**src/rtl/cnn_pkg.sv**
```systemverilog
// Shared types for the CNN window generator.
// Cell widths, FSM state encoding, packed cell bundle and a masking helper.
package cnn_pkg;

    localparam int U_W = 8;
    localparam int Y_W = 9;

    typedef enum logic [1:0] {
        FILL  = 2'd0,
        RUN   = 2'd1,
        FLUSH = 2'd2
    } state_e;

    typedef struct packed {
        logic        [U_W-1:0] u;
        logic signed [Y_W-1:0] y;
    } cell_t;

    // Force a cell to zero when it lies outside the frame.
    function automatic cell_t mask_cell(input cell_t c, input logic keep);
        return keep ? c : '0;
    endfunction

endpackage

```
**src/rtl/cnn_line_buffer.sv**
```systemverilog
// DEPTH-cell delay line of packed cells, advanced only when en_i is high.
// Ports: clk, en_i (advance), din_i (cell in), dout_o (cell DEPTH steps old).
module cnn_line_buffer
    import cnn_pkg::*;
#(
    parameter int DEPTH = 16
) (
    input  logic  clk,
    input  logic  en_i,
    input  cell_t din_i,
    output cell_t dout_o
);

    // No reset: stale contents only ever reach masked window positions.
    cell_t mem_q [DEPTH];

    always_ff @(posedge clk) begin
        if (en_i) begin
            mem_q[0] <= din_i;
            for (int i = 1; i < DEPTH; i++) begin
                mem_q[i] <= mem_q[i-1];
            end
        end
    end

    assign dout_o = mem_q[DEPTH-1];

endmodule

```
**src/rtl/cnn_window_gen.sv**
```systemverilog
// 3x3 zero-padded neighbourhood generator over a raster-scanned cell frame.
// Ports: in_valid/in_ready/in_u/in_y cell stream in; out_valid/out_ready,
// U1..U9, Y1..Y9, out_row/out_col (centre position), out_last window out.
module cnn_window_gen
    import cnn_pkg::*;
#(
    parameter int IMG_W = 16,
    parameter int IMG_H = 16
) (
    input  logic                       clk,
    input  logic                       rst_n,
    input  logic                       in_valid,
    output logic                       in_ready,
    input  logic [U_W-1:0]             in_u,
    input  logic signed [Y_W-1:0]      in_y,
    output logic                       out_valid,
    input  logic                       out_ready,
    output logic [U_W-1:0]             U1,
    output logic [U_W-1:0]             U2,
    output logic [U_W-1:0]             U3,
    output logic [U_W-1:0]             U4,
    output logic [U_W-1:0]             U5,
    output logic [U_W-1:0]             U6,
    output logic [U_W-1:0]             U7,
    output logic [U_W-1:0]             U8,
    output logic [U_W-1:0]             U9,
    output logic signed [Y_W-1:0]      Y1,
    output logic signed [Y_W-1:0]      Y2,
    output logic signed [Y_W-1:0]      Y3,
    output logic signed [Y_W-1:0]      Y4,
    output logic signed [Y_W-1:0]      Y5,
    output logic signed [Y_W-1:0]      Y6,
    output logic signed [Y_W-1:0]      Y7,
    output logic signed [Y_W-1:0]      Y8,
    output logic signed [Y_W-1:0]      Y9,
    output logic [$clog2(IMG_H)-1:0]   out_row,
    output logic [$clog2(IMG_W)-1:0]   out_col,
    output logic                       out_last
);

    localparam int N     = IMG_W * IMG_H;
    localparam int CNT_W = $clog2(N);
    localparam int RW    = $clog2(IMG_H);
    localparam int CW    = $clog2(IMG_W);

    localparam logic [CNT_W-1:0] FILL_END = CNT_W'(IMG_W);
    localparam logic [CNT_W-1:0] LAST_IN  = CNT_W'(N - 1);
    localparam logic [RW-1:0]    ROW_MAX  = RW'(IMG_H - 1);
    localparam logic [CW-1:0]    COL_MAX  = CW'(IMG_W - 1);

    state_e state_q, state_d;

    logic [CNT_W-1:0] in_cnt_q;
    logic [RW-1:0]    nxt_row_q;
    logic [CW-1:0]    nxt_col_q;
    logic             out_valid_q;
    logic             out_last_q;
    logic [RW-1:0]    out_row_q;
    logic [CW-1:0]    out_col_q;

    logic slot_free;
    logic in_rdy;
    logic accept;
    logic inject;
    logic produce;
    logic step;
    logic last_taken;

    cell_t cell_in;
    cell_t lb_mid;
    cell_t lb_top;
    cell_t win_q [3][3];
    cell_t win_m [9];
    logic  row_ok [3];
    logic  col_ok [3];

    // ---------------- FSM: state register ----------------
    always_ff @(posedge clk) begin
        if (!rst_n) begin
            state_q <= FILL;
        end else begin
            state_q <= state_d;
        end
    end

    // ---------------- FSM: next state ----------------
    always_comb begin
        state_d = state_q;
        unique case (state_q)
            FILL:    if (accept && in_cnt_q == FILL_END) state_d = RUN;
            RUN:     if (accept && in_cnt_q == LAST_IN)  state_d = FLUSH;
            FLUSH:   if (last_taken)                     state_d = FILL;
            default: state_d = FILL;
        endcase
    end

    // ---------------- FSM: outputs / strobes ----------------
    always_comb begin
        slot_free  = !out_valid_q || out_ready;
        in_rdy     = (state_q != FLUSH) && slot_free;
        accept     = in_valid && in_rdy;
        // Stop injecting once the last window sits in the output register.
        inject     = (state_q == FLUSH) && slot_free
                     && !(out_valid_q && out_last_q);
        produce    = inject || (accept && state_q == RUN);
        step       = accept || inject;
        last_taken = out_valid_q && out_ready && out_last_q;
    end

    assign in_ready = in_rdy;

    // Flush pushes zero cells through the line buffers.
    always_comb begin
        cell_in = '0;
        if (state_q != FLUSH) begin
            cell_in.u = in_u;
            cell_in.y = in_y;
        end
    end

    // ---------------- counters and output control ----------------
    always_ff @(posedge clk) begin
        if (!rst_n) begin
            in_cnt_q    <= '0;
            nxt_row_q   <= '0;
            nxt_col_q   <= '0;
            out_valid_q <= 1'b0;
            out_last_q  <= 1'b0;
            out_row_q   <= '0;
            out_col_q   <= '0;
        end else begin
            if (accept) begin
                in_cnt_q <= (in_cnt_q == LAST_IN) ? '0 : in_cnt_q + 1'b1;
            end
            if (produce) begin
                out_valid_q <= 1'b1;
                out_row_q   <= nxt_row_q;
                out_col_q   <= nxt_col_q;
                out_last_q  <= (nxt_row_q == ROW_MAX)
                               && (nxt_col_q == COL_MAX);
                if (nxt_col_q == COL_MAX) begin
                    nxt_col_q <= '0;
                    nxt_row_q <= (nxt_row_q == ROW_MAX) ? '0
                                 : nxt_row_q + 1'b1;
                end else begin
                    nxt_col_q <= nxt_col_q + 1'b1;
                end
            end else if (out_ready) begin
                out_valid_q <= 1'b0;
            end
        end
    end

    // ---------------- line buffers: rows r-1 and r ----------------
    cnn_line_buffer #(
        .DEPTH (IMG_W)
    ) u_lb_mid (
        .clk    (clk),
        .en_i   (step),
        .din_i  (cell_in),
        .dout_o (lb_mid)
    );

    cnn_line_buffer #(
        .DEPTH (IMG_W)
    ) u_lb_top (
        .clk    (clk),
        .en_i   (step),
        .din_i  (lb_mid),
        .dout_o (lb_top)
    );

    // ---------------- 3x3 window shift ----------------
    // Column 2 takes the newest column; centre lands IMG_W+1 cells behind.
    always_ff @(posedge clk) begin
        if (step) begin
            for (int r = 0; r < 3; r++) begin
                win_q[r][0] <= win_q[r][1];
                win_q[r][1] <= win_q[r][2];
            end
            win_q[0][2] <= lb_top;
            win_q[1][2] <= lb_mid;
            win_q[2][2] <= cell_in;
        end
    end

    // ---------------- edge masking ----------------
    // Row/column wrap and stale line-buffer data only appear in the
    // positions cleared here.
    always_comb begin
        row_ok[0] = (out_row_q != '0);
        row_ok[1] = 1'b1;
        row_ok[2] = (out_row_q != ROW_MAX);
        col_ok[0] = (out_col_q != '0);
        col_ok[1] = 1'b1;
        col_ok[2] = (out_col_q != COL_MAX);
        for (int r = 0; r < 3; r++) begin
            for (int c = 0; c < 3; c++) begin
                win_m[r*3+c] = mask_cell(win_q[r][c],
                    out_valid_q && row_ok[r] && col_ok[c]);
            end
        end
    end

    assign out_valid = out_valid_q;
    assign out_last  = out_last_q;
    assign out_row   = out_row_q;
    assign out_col   = out_col_q;

    assign U1 = win_m[0].u;
    assign U2 = win_m[1].u;
    assign U3 = win_m[2].u;
    assign U4 = win_m[3].u;
    assign U5 = win_m[4].u;
    assign U6 = win_m[5].u;
    assign U7 = win_m[6].u;
    assign U8 = win_m[7].u;
    assign U9 = win_m[8].u;

    assign Y1 = win_m[0].y;
    assign Y2 = win_m[1].y;
    assign Y3 = win_m[2].y;
    assign Y4 = win_m[3].y;
    assign Y5 = win_m[4].y;
    assign Y6 = win_m[5].y;
    assign Y7 = win_m[6].y;
    assign Y8 = win_m[7].y;
    assign Y9 = win_m[8].y;

endmodule

```
**config.mk**
```make
export PLATFORM = sky130hd
export DESIGN_NAME = cnn_window_gen
export DESIGN_NICKNAME = d
export VERILOG_FILES = /design/src/rtl/cnn_pkg.sv /design/src/rtl/cnn_line_buffer.sv /design/src/rtl/cnn_window_gen.sv
export SDC_FILE = /design/constraint.sdc
export NUM_CORES = 1
export LEC_CHECK = 0
export CORE_ASPECT_RATIO = 1.4
export CORE_MARGIN = 2
export CORE_UTILIZATION = 51
export CTS_CLUSTER_SIZE = 24
export DETAILED_ROUTE_END_ITERATION = 10
export PLACE_DENSITY = 0.75
export SLEW_MARGIN = 20
export SYNTH_ARGS = -nofsm -noshare
export SYNTH_HDL_FRONTEND = slang
export SYNTH_SLANG_ARGS = --single-unit
export TNS_END_PERCENT = 10
```
**constraint.sdc**
```tcl
create_clock -name clk -period 15.6 [get_ports clk]
set_input_delay 2.34 -clock clk [delete_from_list [all_inputs] [get_ports clk]]
set_output_delay 2.34 -clock clk [all_outputs]
set_load 0.1 [all_outputs]
```
==> metrics.txt, run 1 <==
status complete, no violations; fin util a little over three fifths; #FFs+latches synth between 600 and 700; Synth Area in Adders less than 1%; Critical Setup Path Class primary input to output port; die width ~170 um; CTS tree built; post-synth top area share 87.6%; largest stage delay on the critical path ~1.2 ns; share of the yosys chip area belonging to registers 90.4%; setup TNS 0 ns; Mapped Area approximately 0.020 sq mm; layout cell share with drive strength beyond 1 just over 8%; crit-path cells clkdlybuf4s50_1, and2b_1, nor2_1, clkdlybuf4s50_1; Total Wirelength just under 30 mm; WL/cell around 17 um; Max-Cap Viols 0; critical path's slowest cell clkdlybuf4s50_1; DR vias/cell about 4.9; total core area slightly below 0.04 sq mm; area grow syn2layout 21.4%; Synth area leaders edfxtp_1 88%, and2_1 5.2%, dfxtp_1 2.7%; Worst Hold Class register to register; crit-path max FO 5; Mapped Cells 940; TritonCTS buffer count 55; dpl hpwl ~16 mm; total power between 3 and 4 mW; PD cells 135 mW/mm^2; Final Max Tran Viols 0; main combinational cell family by area after synthesis simple AND/OR/NAND/NOR gates; Slew @ Worst Pin approximately 1.1 ns; CTS Sinks ~620; drt initial violations 633; XOR/XNOR Fraction of Synth Area 0.258%; Max Root-Sink Buffers 3; PortBufs between 150 and 200; CTS Root Cell clkbuf_16; unrepaired setup endpoints after global routing false; largest net degree at the start of global routing 212; CP bufs+invs 2; filler cell count approximately 2,700; # setup viols final 0; Final Net Count between 1,000 and 1,500; Initial Utilization around half; multiplexer share of the synthesized area 0.147%; most frequent cells in the layout 595 x edfxtp_1, 184 x clkdlybuf4s50_1, 170 x and2_1; Post-synth EDFFs about 600; VDD IR max around 0.000086 V; 1st-pass router iterations 6; post-CTS sizing 0; CP arrival 4.44 ns; die span in y about 240 um; Worst setup SP type primary input; syn avg cell area between 20 and 25 sq um; Synth Area in Simple Gates between 7 and 8%; hold buffers post-CTS 0; Synth cell types about 50; fmax between 0.1 and 0.15 GHz; critical path endpoint category output port; DR DRC count 0; routability cong. 0.755; IO Count 185; worst clock skew approximately 0.023 ns; GRT Total Usage approximately 14%; Clock transition at path regs roughly 0.060 ns; YS warnings 0; Crit path required time 13.26 ns; GR Overflow Total 0; asr flop ratio synth 0%; CP top delay family buffers and inverters; setup bufs post-CTS 0; initial antenna violation count 1; Clk Latency, worst-skew pair between 0.5 and 0.6 ns; top_reg_cell synth edfxtp_1; synthesized net count around 970; routed vias about 8,600; full die area approximately 0.042 sq mm; crit path time final a little under 7 ns; H-Tree Depth 2; final instance area roughly 0.025 sq mm; Pleak 8.38 nW; cell area after placement between 0.02 and 0.025 sq mm; antenna-violating nets left 0; first-pass GRT wire length 45.5 mm; most common cell after layout, fill and taps aside edfxtp_1; final period utilization between 40% and 50%; cell taking the most area after synthesis edfxtp_1; std cell rows 86; post-synthesis compound-gate area fraction less than 1%; Final Hold Viols 0; Max-slew headroom around 28%; number of global-route vias before repair 8,658; most used cell, CP clkdlybuf4s50_1
==> logic make-up (layout without fill, tap and decap cells) <==
family	count (synthesis)	count (layout)
AO/OA/AOI/OAI	29	29
XOR/XNOR	6	6
adder cells (fa/ha/maj)	4	4
buffers and inverters	23	298
flip-flops	623	623
multiplexers	3	3
other	0	1
AND/OR/NAND/NOR	252	252
==> metrics by stage <==
stage | setup WS, ns | instances | hold WS [ns]
2_1_floorplan | 5.10 | 940 | 0.400
3_3_place_gp | 8.86 | 1641 | 0.400
3_5_place_dp | 8.83 | 1641 | 0.405
4_1_cts | 8.82 | 1743 | 0.401
5_1_grt | 8.74 | 1743 | 0.417
6_report | 8.82 | 1744 | 0.403
==> report_power, final <==
| group | switching [mW] | internal [mW] | total (mW) |
|---|---|---|---|
| Clock | 0.558 | 0.777 | 1.33 |
| Combinational | 0.0324 | 0.00809 | 0.0404 |
| Sequential | 0.0276 | 1.94 | 1.96 |
| Total | 0.618 | 2.72 | 3.34 |
==> worst paths after layout <==
| check | startpoint | endpoint | slack, ns | cells past startpoint |
|---|---|---|---|---|
| min | u_lb_mid.mem_q[13][12]$_DFFE_PP_ | u_lb_mid.mem_q[14][12]$_DFFE_PP_ | 0.40 | 0 |
| max reg2reg | state_q[0]$_SDFFE_PN0P_ | u_lb_top.mem_q[0][112]$_DFFE_PP_ | 10.78 | 5 |
| min reg2reg | u_lb_mid.mem_q[13][12]$_DFFE_PP_ | u_lb_mid.mem_q[14][12]$_DFFE_PP_ | 0.40 | 0 |
| max | out_ready | in_ready | 8.82 | 4 |
==> state kept, by name, summed over array words and instances, names as in the netlist <==
| register | flops |
|---|---|
| win_q | 53 |
| out_col | 4 |
| state_q | 2 |
| out_valid | 1 |
| in_cnt_q | 8 |
| out_last | 1 |
| nxt_col_q | 4 |
| u_lb_mid.mem_q | 270 |
| u_lb_top.mem_q | 272 |
| nxt_row_q | 4 |
| out_row | 4 |
==> cells in the mapped netlist (all sizes together), types with 2 or more instances <==
master	count
xnor2	3
nand2	25
or4	2
nand4	6
ha	4
clkbuf	15
nor2	14
inv	6
a21oi	14
nor3b	3
buf	2
or3	2
nand3	6
edfxtp	595
and3	2
dfxtp	28
nor4	5
nor3	4
nand2b	2
and2	170
o21ai	3
mux2i	3
o41ai	2
and2b	3
xor2	3
==> cell type report <==
class,instances,area (sq um),share of cell area [%]
clock inverters,30,309,1.25
repair buffers,190,1900,7.67
multi-input cells,294,1930,7.80
flip-flops and latches,623,18400,74.4
diodes,1,2.50,0.0101
clock buffers,72,1500,6.07
inverters,6,22.5,0.0910
well taps,528,661,2.67
==> layer usage <==
metal / routed length [um] / global-route usage (%) / vias to the layer above / share of wire [%]
met3: 1880 / 3.88 / 39 / 6.5
met2: 13900 / 22.2 / 255 / 48
met5: 0 / 0 / - / 0
li1: - / - / 4038 / -
met4: 497 / 4.44 / 0 / 1.7
met1: 12600 / 18.2 / 4283 / 44
==> worst register-to-register path, stage by stage, from the launching register on <==
cell and delay [ns]:
dfxtp_1 0.51, nand2b_1 0.65, nand3_1 0.47, nand2_8 0.85, buf_12 0.84, buf_4 1.09
Power figures use the tool's default switching activity.
==> inputs of run 2 (changes only) <==
==> constraint.sdc (replaced) <==
create_clock -name clk -period 5.76 [get_ports clk]
set_input_delay 0.864 -clock clk [delete_from_list [all_inputs] [get_ports clk]]
set_output_delay 0.864 -clock clk [all_outputs]
set_load 0.1 [all_outputs]
==> metrics.txt, run 2 (synthesis gave the netlist of run 1 again) <==
status complete, no violations; CTS Sinks 623 (unchanged); Antenna diodes 0 (-1); CTS tree built; switching power as a share of total power 19.0% (+0.52 points); layout cell share with drive strength beyond 1 14.5% (+6.4 points); CTS Root Cell clkbuf_16; Max-slew headroom 27.6% (-0.63 points); critical path endpoint category output port; fin util 62.4% (-0.50 points); Final Max Tran Viols 0 (unchanged); Slew @ Worst Pin 1.08 ns (-0.000521 ns); antenna-violating nets left 0 (unchanged); Biggest register u_lb_top.mem_q; Hold Crit Depth 0 (unchanged); setup slack, reg-to-reg 2.51 ns (-8.27 ns); power share of the combinational group 1.3% (about the same); Critical Setup Path Class register to output port; PD cells 364 mW/mm^2 (+170%); Critical Path Source out_row[3]$_SDFFE_PN0P_; total core area 0.0394 sq mm (unchanged); max reg flops 272 (unchanged); # setup viols final 0 (unchanged); full die area 0.0416 sq mm (unchanged); GR Overflow Total 0 (unchanged); Total Wirelength 28.7 mm (-0.37%); std cell rows 86 (unchanged); PortBufs 184 (unchanged); WL/cell 16.5 um (-0.54%); clock power share 39.2% (-0.8 points); first-pass GRT wire length 45.5 mm (-0.18%); die width 173 um (unchanged); number of global-route vias before repair 8,634 (-0.28%); most frequent cells in the layout 595 x edfxtp_1, 170 x and2_1, 116 x clkdlybuf4s50_1; largest net degree at the start of global routing 104 (-51%); CP arrival 3.57 ns (-0.87 ns); Clock transition at path regs 0.06 ns (about the same); IO Count 185 (unchanged); crit-path max FO 17 (+12); Max Root-Sink Buffers 3 (unchanged); Hold Path Sink u_lb_mid.mem_q[14][8]$_DFFE_PP_; die span in y 241 um (unchanged); DR DRC count 0 (unchanged); initial antenna violation count 1 (unchanged); hold path startpoint u_lb_mid.mem_q[13][8]$_DFFE_PP_; VDD IR max 0.000344 V (+300%); fmax 0.226 GHz; hold buffers post-CTS 0 (unchanged); worst clock skew 0.0218 ns (-0.00124 ns); area grow syn2layout 20.4%; R2R cell count 4 (-1); Final Net Count 1,200 (+0.42%); routability cong. 0.740 (-2.0%); Pleak 8.49 nW (+1.4%); Max-Cap Viols 0 (unchanged); sequential power share 59.5% (+0.7 points); final period utilization between 70 and 80%; dpl hpwl 16.8 mm (+1.8%); Clk Latency, worst-skew pair 0.58 ns (about the same); internal power 7.23 mW (+170%); GRT Total Usage 13.7% (-0.020 points); drt initial violations 598 (-5.5%); placed cells 1,646 (+0.30%); Sw Pwr 1.70 mW (+170%); worst r2r src state_q[0]$_SDFFE_PN0P_; Reg-to-Reg End u_lb_top.mem_q[0][68]$_DFFE_PP_; Worst setup SP type register; 1st-pass router iterations 4 (-2); worst hold slack 0.402 ns (-0.000901 ns); routed vias 8,657 (+0.49%); crit path time final between 4 and 5 ns; post-CTS sizing 0 (unchanged); non-filler cells in the finished layout 1,747 (+0.17%); Final Hold Viols 0 (unchanged); Crit path required time 4.90 ns (-8.36 ns); Initial Utilization 51.8% (unchanged); unrepaired setup endpoints after global routing false; H-Tree Depth 2 (unchanged); Worst Hold Class register to register; setup bufs post-CTS 0 (unchanged); largest registers u_lb_top.mem_q (272), u_lb_mid.mem_q (270), win_q (53); Setup WS pre-CTS 1.90 ns (-6.94 ns); most common cell after layout, fill and taps aside edfxtp_1; PnR worst setup slack 1.33 ns (-7.49 ns); filler cell count 2,709 (+0.48%); TritonCTS buffer count 55 (unchanged); DR vias/cell 4.96 (+0.31%); setup TNS 0 ns (unchanged)
## run 2: cell types whose count changed in the layout (fill, tap and decap cells not counted), sizes merged, moves of 2 or more
cell           delta
buf              +73
clkdlybuf4s50    -68
clkbuf            -7
clkinvlp          +4
inv               +3
bufinv            -2
## run 2: layout make-up
cell class	instances	area, sq um	share of cell area, %
multi-input cells	294	1920	7.81
clock buffers	65	1430	5.84
clock inverters	36	307	1.25
inverters	6	22.5	0.0917
repair buffers	195	1790	7.29
well taps	528	661	2.69
flip-flops and latches	623	18400	75.0
## run 2: worst max path at each step
stage	slack (ns)	to	cells after the start
floorplan	1.29	u_lb_mid.mem_q[0][0]$_SDFFCE_PP0P_	4
global placement	1.56	U7[0]	4
detailed placement	1.90	U2[6]	4
CTS	1.19	U2[6]	4
global route	1.14	U2[6]	4
finish	1.33	U2[6]	4
## run 2: routing by layer
layer / global-route usage, % / share of wire (%)
met1: 17.6 / 43
met2: 22.7 / 49
met3: 3.58 / 6.2
met4: 5.11 / 2.7
met5: 0 / 0
## run 2: power by group through the flow
stage               clock (mW)  combinational, mW  sequential [mW]
finish                    3.50              0.114             5.32
global route              3.77              0.129             5.34
CTS                       3.62              0.117             5.32
detailed placement           0              0.119             5.41
global placement             0              0.113             5.40
floorplan                    0             0.0718             5.39
## run 2: critical path: stages (launching register included)
cell and delay (ns):
dfxtp_1 0.33, nor4_1 0.92, nor2_1 0.46, and2_1 0.30, clkdlybuf4s50_1 0.97
## run 2: metrics by stage
stage / total power [mW] / area [sq um]
after floorplan: 5.47 / 20400
after global placement: 5.51 / 22800
after detailed placement: 5.53 / 22800
after CTS: 9.05 / 24500
after global routing: 9.23 / 24600
final: 8.93 / 24600
==> inputs of run 3 (changes only) <==
==> constraint.sdc (replaced) <==
create_clock -name clk -period 3.65 [get_ports clk]
set_input_delay 0.5475 -clock clk [delete_from_list [all_inputs] [get_ports clk]]
set_output_delay 0.5475 -clock clk [all_outputs]
set_load 0.1 [all_outputs]
==> metrics.txt, run 3 (synthesis gave the netlist of run 1 again) <==
hold buffers post-CTS 0 (unchanged); layout cell share with drive strength beyond 1 22.2% (+7.7 points); Max Root-Sink Buffers 3 (unchanged); Crit path required time 3.10 ns (-1.80 ns); PortBufs 184 (unchanged); total core area 0.0394 sq mm (unchanged); antenna-violating nets left 0 (unchanged); most common cell after layout, fill and taps aside edfxtp_1; critical path's slowest cell and2b_1; max reg flops 272 (unchanged); VDD IR max 0.000369 V (+7.5%); CTS Root Cell clkbuf_16; CTS tree built; hold path startpoint u_lb_mid.mem_q[13][10]$_DFFE_PP_; internal power 11.6 mW (+60%); number of global-route vias before repair 8,842 (+2.4%); Final Max Tran Viols 0 (unchanged); worst clock skew 0.0253 ns (+0.00356 ns); Clk Latency, worst-skew pair 0.57 ns (about the same); Worst Hold Class register to register; Final Hold Viols 0 (unchanged); initial antenna violation count 0 (-1); Antenna diodes 0 (unchanged); Total Wirelength 30.2 mm (+5.0%); status complete, no violations; final period utilization just under 90%; area grow syn2layout 24.3%; dpl hpwl 17.9 mm (+7.0%); full die area 0.0416 sq mm (unchanged); routability cong. 0.774 (+4.5%); 1st-pass router iterations 4 (unchanged); H-Tree Depth 2 (unchanged); Clock transition at path regs 0.06 ns (about the same); DR vias/cell 4.91 (-0.99%); Slew @ Worst Pin 1.02 ns (-0.0579 ns); first-pass GRT wire length 47.3 mm (+4.1%); PD cells 562 mW/mm^2 (+54%); post-CTS sizing 0 (unchanged); Biggest register u_lb_top.mem_q; die span in y 241 um (unchanged); Critical Path Source out_valid$_SDFFE_PN0P_; setup bufs post-CTS 0 (unchanged); switching power as a share of total power 18.8% (-0.18 points); fmax 0.316 GHz; most frequent cells in the layout 595 x edfxtp_1, 170 x and2_1, 109 x buf_4; CP arrival 2.61 ns (-0.96 ns); crit-path max FO 24 (+7); largest net degree at the start of global routing 64 (-38%); WL/cell 17.1 um (+4.1%); GR Overflow Total 0 (unchanged); power share of the combinational group 1.4% (about the same); # setup viols final 0 (unchanged); TritonCTS buffer count 55 (unchanged); GRT Total Usage 14.4% (+0.72 points); critical path endpoint category output port; largest registers u_lb_top.mem_q (272), u_lb_mid.mem_q (270), win_q (53); CP top delay family simple AND/OR/NAND/NOR gates; Final Net Count 1,215 (+1.3%); Pleak 8.96 nW (+5.5%); die width 173 um (unchanged); drt initial violations 684 (+14%); CTS Sinks 623 (unchanged); DR DRC count 0 (unchanged); Sw Pwr 2.68 mW (+58%); crit path time final 3.16 ns; CP bufs+invs 2 (+1); worst r2r src state_q[0]$_SDFFE_PN0P_; Initial Utilization 51.8% (unchanged); crit-path cells inv_1, a41oi_2, and2b_1, and2_1, buf_12; total power 14.2 mW (+59%); sequential power share 58.9% (-0.6 points); Max-Cap Viols 0 (unchanged); std cell rows 86 (unchanged); final instance area 0.0254 sq mm (+3.2%); Critical Setup Path Class register to output port; Worst setup SP type register; Max-slew headroom 31.9% (+4.3 points); routed vias 8,645 (-0.14%); IO Count 185 (unchanged); largest stage delay on the critical path 0.57 ns (-0.40 ns); clock power share 39.7% (+0.5 points); cell area after placement 0.0236 sq mm (+3.4%); unrepaired setup endpoints after global routing false
[run 3: cell count changes in the layout (fill, tap and decap cells not counted), moves of 2 or more]
| cell | change |
|---|---|
| dfxtp_1 | -2 |
| clkinv_1 | +8 |
| bufinv_16 | +2 |
| clkdlybuf4s50_1 | -86 |
| clkinvlp_4 | -4 |
| dfxtp_4 | +2 |
| buf_4 | +34 |
| clkbuf_8 | -2 |
| buf_12 | +68 |
| clkinv_2 | -4 |
[run 3: final timing paths]
path	to	slack, ns	cells past startpoint
setup / recovery	Y9[8]	0.49	5
hold / removal	u_lb_mid.mem_q[14][10]$_DFFE_PP_	0.40	0
setup reg to reg	u_lb_mid.mem_q[5][16]$_DFFE_PP_	0.87	4
hold reg to reg	u_lb_mid.mem_q[14][10]$_DFFE_PP_	0.40	0
[run 3: worst reg2reg max path, delay by kind of cell (launching register included)]
| kind | cells | cell delay, ns |
|---|---|---|
| buffers and inverters | 1 | 0.49 |
| flip-flops | 1 | 0.52 |
| AND/OR/NAND/NOR | 3 | 1.43 |
[run 3: cell type report]
class	count	area, sq um
clock buffer	64	1430
clock inverter	37	345
fill	2606	14000
inverter	6	22.5
multi-input combinational	294	1920
sequential	623	18400
tap	528	661
timing repair buffer	210	2540
[run 3: metal layers]
layer / track usage, % / vias up / share of wire [%]
li1: - / 4074 / -
met1: 18.8 / 4285 / 43
met2: 24.0 / 239 / 48
met3: 3.84 / 47 / 6.1
met4: 4.31 / 0 / 2.1
met5: 0 / - / 0
[run 3: power groups by stage]
| stage | combinational (mW) | clock [mW] | sequential (mW) |
|---|---|---|---|
| after global placement | 0.195 | 0 | 8.52 |
| after floorplan | 0.114 | 0 | 8.51 |
| after detailed placement | 0.208 | 0 | 8.54 |
| final | 0.201 | 5.65 | 8.39 |
| after global routing | 0.226 | 6.09 | 8.42 |
| after CTS | 0.206 | 5.81 | 8.39 |
[run 3: through the flow]
| stage | TNS [ns] | hold WS [ns] | cells | util, % | worst slack [ns] |
|---|---|---|---|---|---|
| 2_1_floorplan | -42.39 | 0.400 | 940 | - | -0.0712 |
| 3_3_place_gp | 0 | 0.401 | 1661 | 59.9 | 0.876 |
| 3_5_place_dp | 0 | 0.405 | 1661 | 59.9 | 0.797 |
| 4_1_cts | 0 | 0.393 | 1762 | 64.4 | 0.263 |
| 5_1_grt | 0 | 0.402 | 1762 | 64.4 | 0.330 |
| 6_report | 0 | 0.399 | 1762 | 64.4 | 0.488 |
